$ cat src/rtl/steer_en.sv
// Rider-presence and steering-enable controller: weighs the two foot-pad load cells
// and enables steering only after the rider has stood balanced for the settling time.
module steer_en #(
    parameter logic [11:0] MIN_RIDER_WT  = 12'h200,
    parameter logic [7:0]  WT_HYSTERESIS = 8'h40,
    parameter bit          FAST_SIM      = 1'b0
) (
    input  logic        clk,
    input  logic        rst_n,
    input  logic [11:0] lft_ld,
    input  logic [11:0] rght_ld,
    output logic        en_steer,
    output logic        rider_off
);

    typedef enum logic [1:0] {
        OFF      = 2'b00,
        WAIT     = 2'b01,
        STEER_EN = 2'b10
    } state_t;

    localparam logic [12:0] ENTER_WT = 13'(MIN_RIDER_WT) + 13'(WT_HYSTERESIS);
    localparam logic [12:0] LEAVE_WT = 13'(MIN_RIDER_WT) - 13'(WT_HYSTERESIS);

    function automatic logic [11:0] abs_diff(input logic [11:0] a, input logic [11:0] b);
        return (a >= b) ? (a - b) : (b - a);
    endfunction

    function automatic logic [16:0] times15(input logic [12:0] v);
        logic [16:0] w;
        w = {4'b0000, v};
        return (w << 4) - w;
    endfunction

    state_t      state;
    state_t      state_nxt;
    logic [25:0] tmr;
    logic        tmr_clr;
    logic        tmr_inc;
    logic        tmr_full;

    logic [12:0] sum;
    logic [11:0] diff;
    logic        sum_gt_min;
    logic        sum_lt_min;
    logic        diff_gt_1_4;
    logic        diff_gt_15_16;

    assign sum  = {1'b0, lft_ld} + {1'b0, rght_ld};
    assign diff = abs_diff(lft_ld, rght_ld);

    assign sum_gt_min    = sum > ENTER_WT;
    assign sum_lt_min    = sum < LEAVE_WT;
    assign diff_gt_1_4   = {diff, 2'b00} > {1'b0, sum};
    // Imbalance ratio compared at 17 bits so 15*sum never wraps at full-scale loads.
    assign diff_gt_15_16 = {1'b0, diff, 4'b0000} > times15(sum);

    assign tmr_full = FAST_SIM ? (&tmr[14:0]) : (&tmr);

    always_comb begin
        state_nxt = state;
        tmr_clr   = 1'b0;
        tmr_inc   = 1'b0;
        case (state)
            OFF: begin
                tmr_clr = 1'b1;
                if (sum_gt_min)
                    state_nxt = WAIT;
            end
            WAIT: begin
                if (sum_lt_min) begin
                    state_nxt = OFF;
                    tmr_clr   = 1'b1;
                end else if (diff_gt_1_4) begin
                    tmr_clr = 1'b1;
                end else if (tmr_full) begin
                    state_nxt = STEER_EN;
                end else begin
                    tmr_inc = 1'b1;
                end
            end
            STEER_EN: begin
                if (sum_lt_min) begin
                    state_nxt = OFF;
                    tmr_clr   = 1'b1;
                end else if (diff_gt_15_16) begin
                    state_nxt = WAIT;
                    tmr_clr   = 1'b1;
                end
            end
            default: begin
                state_nxt = OFF;
                tmr_clr   = 1'b1;
            end
        endcase
    end

    // Outputs are registered alongside the state so they are exact decodes of it.
    always_ff @(posedge clk or negedge rst_n) begin
        if (!rst_n) begin
            state     <= OFF;
            tmr       <= 26'd0;
            rider_off <= 1'b1;
            en_steer  <= 1'b0;
        end else begin
            state     <= state_nxt;
            rider_off <= (state_nxt == OFF);
            en_steer  <= (state_nxt == STEER_EN);
            if (tmr_clr)
                tmr <= 26'd0;
            else if (tmr_inc)
                tmr <= tmr + 26'd1;
        end
    end

endmodule
$ cat config.mk
export PLATFORM = sky130hd
export DESIGN_NAME = steer_en
export DESIGN_NICKNAME = d
export VERILOG_FILES = /design/src/rtl/steer_en.sv
export SDC_FILE = /design/constraint.sdc
export NUM_CORES = 1
export LEC_CHECK = 0
export BUFFER_PORTS_ARGS = -buffer_cell sky130_fd_sc_hd__buf_4
export CORE_MARGIN = 2
export CORE_UTILIZATION = 50
export DETAILED_ROUTE_END_ITERATION = 12
export PLACE_DENSITY = 0.67
export SETUP_SLACK_MARGIN = 0.4
export SLEW_MARGIN = 20
export SYNTH_ARGS = -nofsm -noshare
export SYNTH_HDL_FRONTEND = slang
export SYNTH_SLANG_ARGS = --single-unit
$ cat constraint.sdc
create_clock -name clk -period 4.2 [get_ports clk]
set_input_delay 0 -clock clk [delete_from_list [all_inputs] [get_ports clk]]
set_output_delay 0 -clock clk [all_outputs]
set_load 0.01 [all_outputs]
# [Word-level counts from Yosys, hierarchy flattened]
# Index checks and enable logic that the tools add are counted.
[word_totals] register_bits=30 input_bits=26
[classes] addsub=5 magnitude_cmp=5 n_eq_ne=3 n_mux=19 reduce_logical=4
[op_table] cell="$mux W26" n=2
[op_table] cell="$add A26 B1 Y26 const B" n=1
[op_table] cell="$reduce_and A26 Y1" n=1
[op_table] cell="$sub A12 B12 Y12" n=2
[op_table] cell="$gt A16 B17 Y1" n=1
[op_table] cell="$sub A17 B13 Y17" n=1
[op_table] cell="$gt A14 B13 Y1" n=1
[op_table] cell="$add A12 B12 Y13" n=1
[op_table] cell="$gt A13 B10 Y1 const B" n=1
[op_table] cell="$lt A13 B9 Y1 const B" n=1
[op_table] cell="$ge A12 B12 Y1" n=1
[op_table] cell="$mux W12" n=1
[op_table] cell="$mux W2" n=6
[op_table] cell="$mux W1" n=8
[op_table] cell="$pmux W2 S3" n=1
[op_table] cell="$eq A2 B2 Y1 const B" n=2
[op_table] cell="$logic_not A2 Y1" n=2
[op_table] cell="$eq A2 B1 Y1 const B" n=1
[op_table] cell="$pmux W1 S2" n=1
[op_table] cell="$reduce_bool A2 Y1" n=1

# [Logic depth before layout (Yosys ltp)]
[depth] depth_word=8 mapped_depth=27

# [Worst setup path before layout]
# OpenSTA, ideal clock, no wires.
[synth_path] kind="input to register" startpoint="input lft_ld[0]" endpoint="register tmr[10]" setup_ps=119 arrival_time_ps=4913 setup_slack_ps=-831 stages=26 path_cell_list="ha_1 -> inv_1 -> fa_1 -> o21bai_1 -> a21oi_1 -> xnor2_1 -> inv_1 -> ha_1 -> a41o_1 -> a21oi_1 -> o31ai_2 -> a21oi_1 -> o21ai_1 -> a211oi_1 -> xor2_1 -> ha_1 -> nand4_1 -> nor2_1 -> nand4_1 -> or4_1 -> a22oi_1 -> and2_1 -> inv_1 -> o221ai_2 -> buf_4 -> nor2_1"
[synth_via] elab_chain_cells=7 word_cells_on_any_way=19
[synth_rtl] item="start: declaration" line_no="10" text="input logic [11:0] lft_ld,"
[synth_rtl] item="$add A12 B12 Y13, or another cell as far along" line_no="49" text="assign sum = {1'b0, lft_ld} + {1'b0, rght_ld};"
[synth_rtl] item="$sub A17 B13 Y17 / $mux W12 (equally long branches)" line_no="32, 26"
[synth_rtl] item="$gt A16 B17 Y1 / $gt A14 B13 Y1 (equally long branches)" line_no="56, 54"
[synth_rtl] item="$mux W1, on equally long branches" line_no="86, 74"
[synth_rtl] item="$mux W1, on equally long branches" line_no="83, 71"
[synth_rtl] item="$pmux W1 S2 / $mux W1 (equally long branches)" line_no="64" text="case (state)"
[synth_rtl] item="$mux W26 / $reduce_bool A2 Y1 (equally long branches)"
[synth_rtl] item="end signal: assignment" line_no="112" text="tmr <= tmr + 26'd1;"
[synth_rtl] item="end: declaration" line_no="37" text="logic [25:0] tmr;"
# Several ways; a longest one is shown, not always the timed one.
# A chain may end at the register's enable or synchronous reset.

# [Final worst setup path]
[layout_path] startpoint="input rght_ld[1]" endpoint="register rider_off"
[layout_via] elab_chain_cells=7 word_cells_on_any_way=17
[layout_rtl] item="start: declaration" line_no="11" text="input logic [11:0] rght_ld,"
[layout_rtl] item="$add A12 B12 Y13, or another cell as far along" line_no="49"
[layout_rtl] item="$sub A17 B13 Y17 / $mux W12 (equally long branches)" line_no="32, 26"
[layout_rtl] item="$gt A16 B17 Y1 / $gt A14 B13 Y1 (equally long branches)" line_no="56, 54"
[layout_rtl] item="$mux W2, on equally long branches" line_no="86, 74"
[layout_rtl] item="$mux W2, on equally long branches" line_no="83, 71"
[layout_rtl] item="$pmux W2 S3 *" line_no="64"
[layout_rtl] item="net state_nxt[1]" line_no="36" text="state_t state_nxt;"
[layout_rtl] item="$logic_not A2 Y1 *" line_no="107" text="rider_off <= (state_nxt == OFF);"
[layout_rtl] item="end signal: assignment" line_no="107"
[layout_rtl] item="end: declaration" line_no="13" text="output logic rider_off"
# Mark *: on every way through the listed nets, which the timed path passes. The rest lies on a longest branch.

==> flow_metrics.tcl <==
set metrics [dict create \
    fp.dieW_um 102 \
    synthArstFlopShare_pct 100 \
    synth_area_per_cell_um2 7.88 \
    worstPathRequired_ps 4390 \
    grt_pass1_vias 5362 \
    rsz0062_at_grt "yes" \
    diodes 0 \
    hold_viol_final 0 \
    dieArea_um2 10500 \
    setup_violations 30 \
    violations "setup timing" \
    critPathMaxStageDelay_ps 460 \
    clockBufferDepth 2 \
    grt_antenna_before_repair 0 \
    drc 0 \
    clock_latency_ps 280 \
    gr-total-overflow 0 \
    io_pins 28 \
    end_kind "flip-flop" \
    post-route-util_pct 76.8 \
    rrSetupSlack_ps 770 \
    path_clk_slew_ps 70 \
    synth_seq_area_share_pct 15.5 \
    worst_r2r_endpoint "tmr[11]" \
    cp-start-kind "input port" \
    switchingPower_mw 1.27 \
    final_cells 941 \
    rows 35 \
    dp.final_hpwl_mm 11.8 \
    num_vias 5428 \
    hold_class "in -> async" \
    worst_pin_slew_ps 600 \
    cp.arrival_ps 4890 \
    areaGrowthSynthToFinish_pct 48.0 \
    p_leak_nw 3.30 \
    yosysTopAreaCell "ha_1" \
    max-slew-margin-rel_pct 59.6 \
    synth.most_common_cell "ha_1" \
    netlist_area_um2 4840 \
    drtPass1Iterations 7 \
    avgViaCountPerCell 5.77 \
    drv_cap 0 \
    synth-edff-count 0 \
    coreArea_um2 9330 \
    final-max-slew-violation-count 0 \
    synth_warnings 0 \
    placement.cell_area_um2 6390 \
    cp_max_fo 5 \
    synth.distinct_cells 80 \
    cts_made_buffers 5 \
    fin_skew_ps 6.84 \
    fin_ws_ps -496 \
    pwr-share-seq_pct 11.2 \
    synth.net_count 712 \
    root_buffer "clkbuf_8" \
    power.internal_mw 1.59 \
    powerDensity_nw_per_um2 400 \
    clock_sinks 30 \
    gr-usage-all-layers_pct 29.6 \
    gp_congestion 0.990 \
    nNetsFinal 909 \
    synth_ff_type "dfrtp_1" \
    yosys_register_bits 30 \
    clock_power_share_pct 8.5 \
    r2r_start "tmr[4]" \
    setup_tns_ps -13310 \
    wl_per_cell_um 16.8 \
    synth.area.top_cells "ha_1 18%, dfrtp_1 15%, xnor2_1 8.7%" \
    outcome "finished with violations" \
    drive_gt1_share_pct 39.2 \
    cp_slowest_cell "a2111o_1" \
    crit_type "in -> reg" \
    timing.fmax_mhz 213 \
    synth.top_cell.area_share_pct 17.8 \
    combPwrFrac_pct 80.3 \
    grt_max_degree 31 \
    syn_inst 614 \
    cts_tree "done" \
    ant_nets 0 \
    peakVddDrop_uv 212 \
    port-buffer-count 27 \
    die_h_um 102 \
    cts_htree_levels 2 \
    ys_top_cells_by_count "69 x ha_1, 59 x a21oi_1, 57 x inv_1, 57 x nor2_1, 48 x xnor2_1" \
    final_area_um2 7160 \
    grt_pass1_wl_mm 24.9 \
    finalCriticalPeriod_ps 4700 \
    reg2reg_depth 11 \
    place_inst 902 \
    switching_share_pct 44.5 \
    totalWireLength_mm 15.8 \
    drt_iter0_drc 351 \
    fin_crit_sh_pct 112 \
    p_total_mw 2.87 \
    initial_core_util_pct 51.9 \
]
-- power groups by stage --
stage / clock network, mW / registers [mW] / logic [mW]
CTS: 0.242 / 0.322 / 2.07
global placement: 0 / 0.325 / 1.74
floorplan: 0 / 0.326 / 1.10
detailed placement: 0 / 0.327 / 1.79
global route: 0.258 / 0.325 / 2.47
finish: 0.243 / 0.322 / 2.30
-- layout make-up --
type / instances / area (um^2)
inverter: 63 / 245
clock buffer: 7 / 86.3
tap: 129 / 161
fill: 647 / 2160
timing repair buffer: 207 / 1680
clock inverter: 1 / 5.00
multi-input combinational: 504 / 4230
sequential: 30 / 752
-- routing by layer --
metal,wire (um),vias to the layer above,global-route usage [%]
li1,-,2585,-
met5,0,-,0
met1,6860,2627,38.3
met4,384,0,6.15
met3,732,46,3.76
met2,7820,170,52.9
-- metrics by stage --
stage                     worst slack (ps)  hold WS [ps]
after CTS                             -383           199
after global routing                  -768           231
after detailed placement              -947         -53.9
after global placement                -752         -57.9
after floorplan                       -291          -296
final                                 -496           185
-- cells by family after synthesis --
logic type / share of synthesized area (%)
xor gates and xnor gates: 11.6
adders and majority gates: 19.3
AOI/OAI and AO/OA: 22.1
DFF: 15.5
muxes: 2.33
buffers and inverters: 7.03
and+or+nand+nor: 22.1
-- worst max path at each step --
stage / startpoint / endpoint / slack (ps)
after floorplan: lft_ld[1] / tmr[18] / -290
after global routing: rght_ld[0] / rider_off / -770
after CTS: lft_ld[0] / tmr[0] / -380
after global placement: lft_ld[0] / tmr[21] / -750
after detailed placement: lft_ld[0] / tmr[18] / -950
final: rght_ld[1] / rider_off / -500
-- layout by cell type, fill, tap and decap left out, drive strengths merged, types with 15 or more instances in the layout --
cell type / Yosys / routed
xnor2: 50 / 50
o21ai: 28 / 28
ha: 69 / 69
inv: 61 / 60
nor4: 15 / 15
dfrtp: 29 / 29
nand2: 35 / 35
nor2: 57 / 57
nor3: 15 / 15
a21oi: 61 / 61
a21o: 16 / 16
buf: 14 / 205
nand3: 21 / 21
-- sequential cells by signal (all words and copies together), names as in the netlist --
| register | count |
|---|---|
| tmr | 26 |
| state | 2 |
| en_steer | 1 |
| rider_off | 1 |
-- what timing repair did --
action | in CTS | in global routing
hold buffers | 1 | 0
endpoints found under the hold margin | 30 | 0
gates resized for setup | 41 | 41
pin swaps | 26 | 40
setup buffers | 16 | 11
gates cloned | 2 | 1
setup endpoints to repair | 30 | 30
-- critical path: cells and delay by family --
family,cells,cell delay (ps)
buffers and inverters,4,470
AND/OR/NAND/NOR,7,1200
adder cells (fa/ha/maj),2,530
AO/OA/AOI/OAI,11,2220
multiplexers,1,150
XOR/XNOR,2,320
Power figures use the tool's default switching activity.
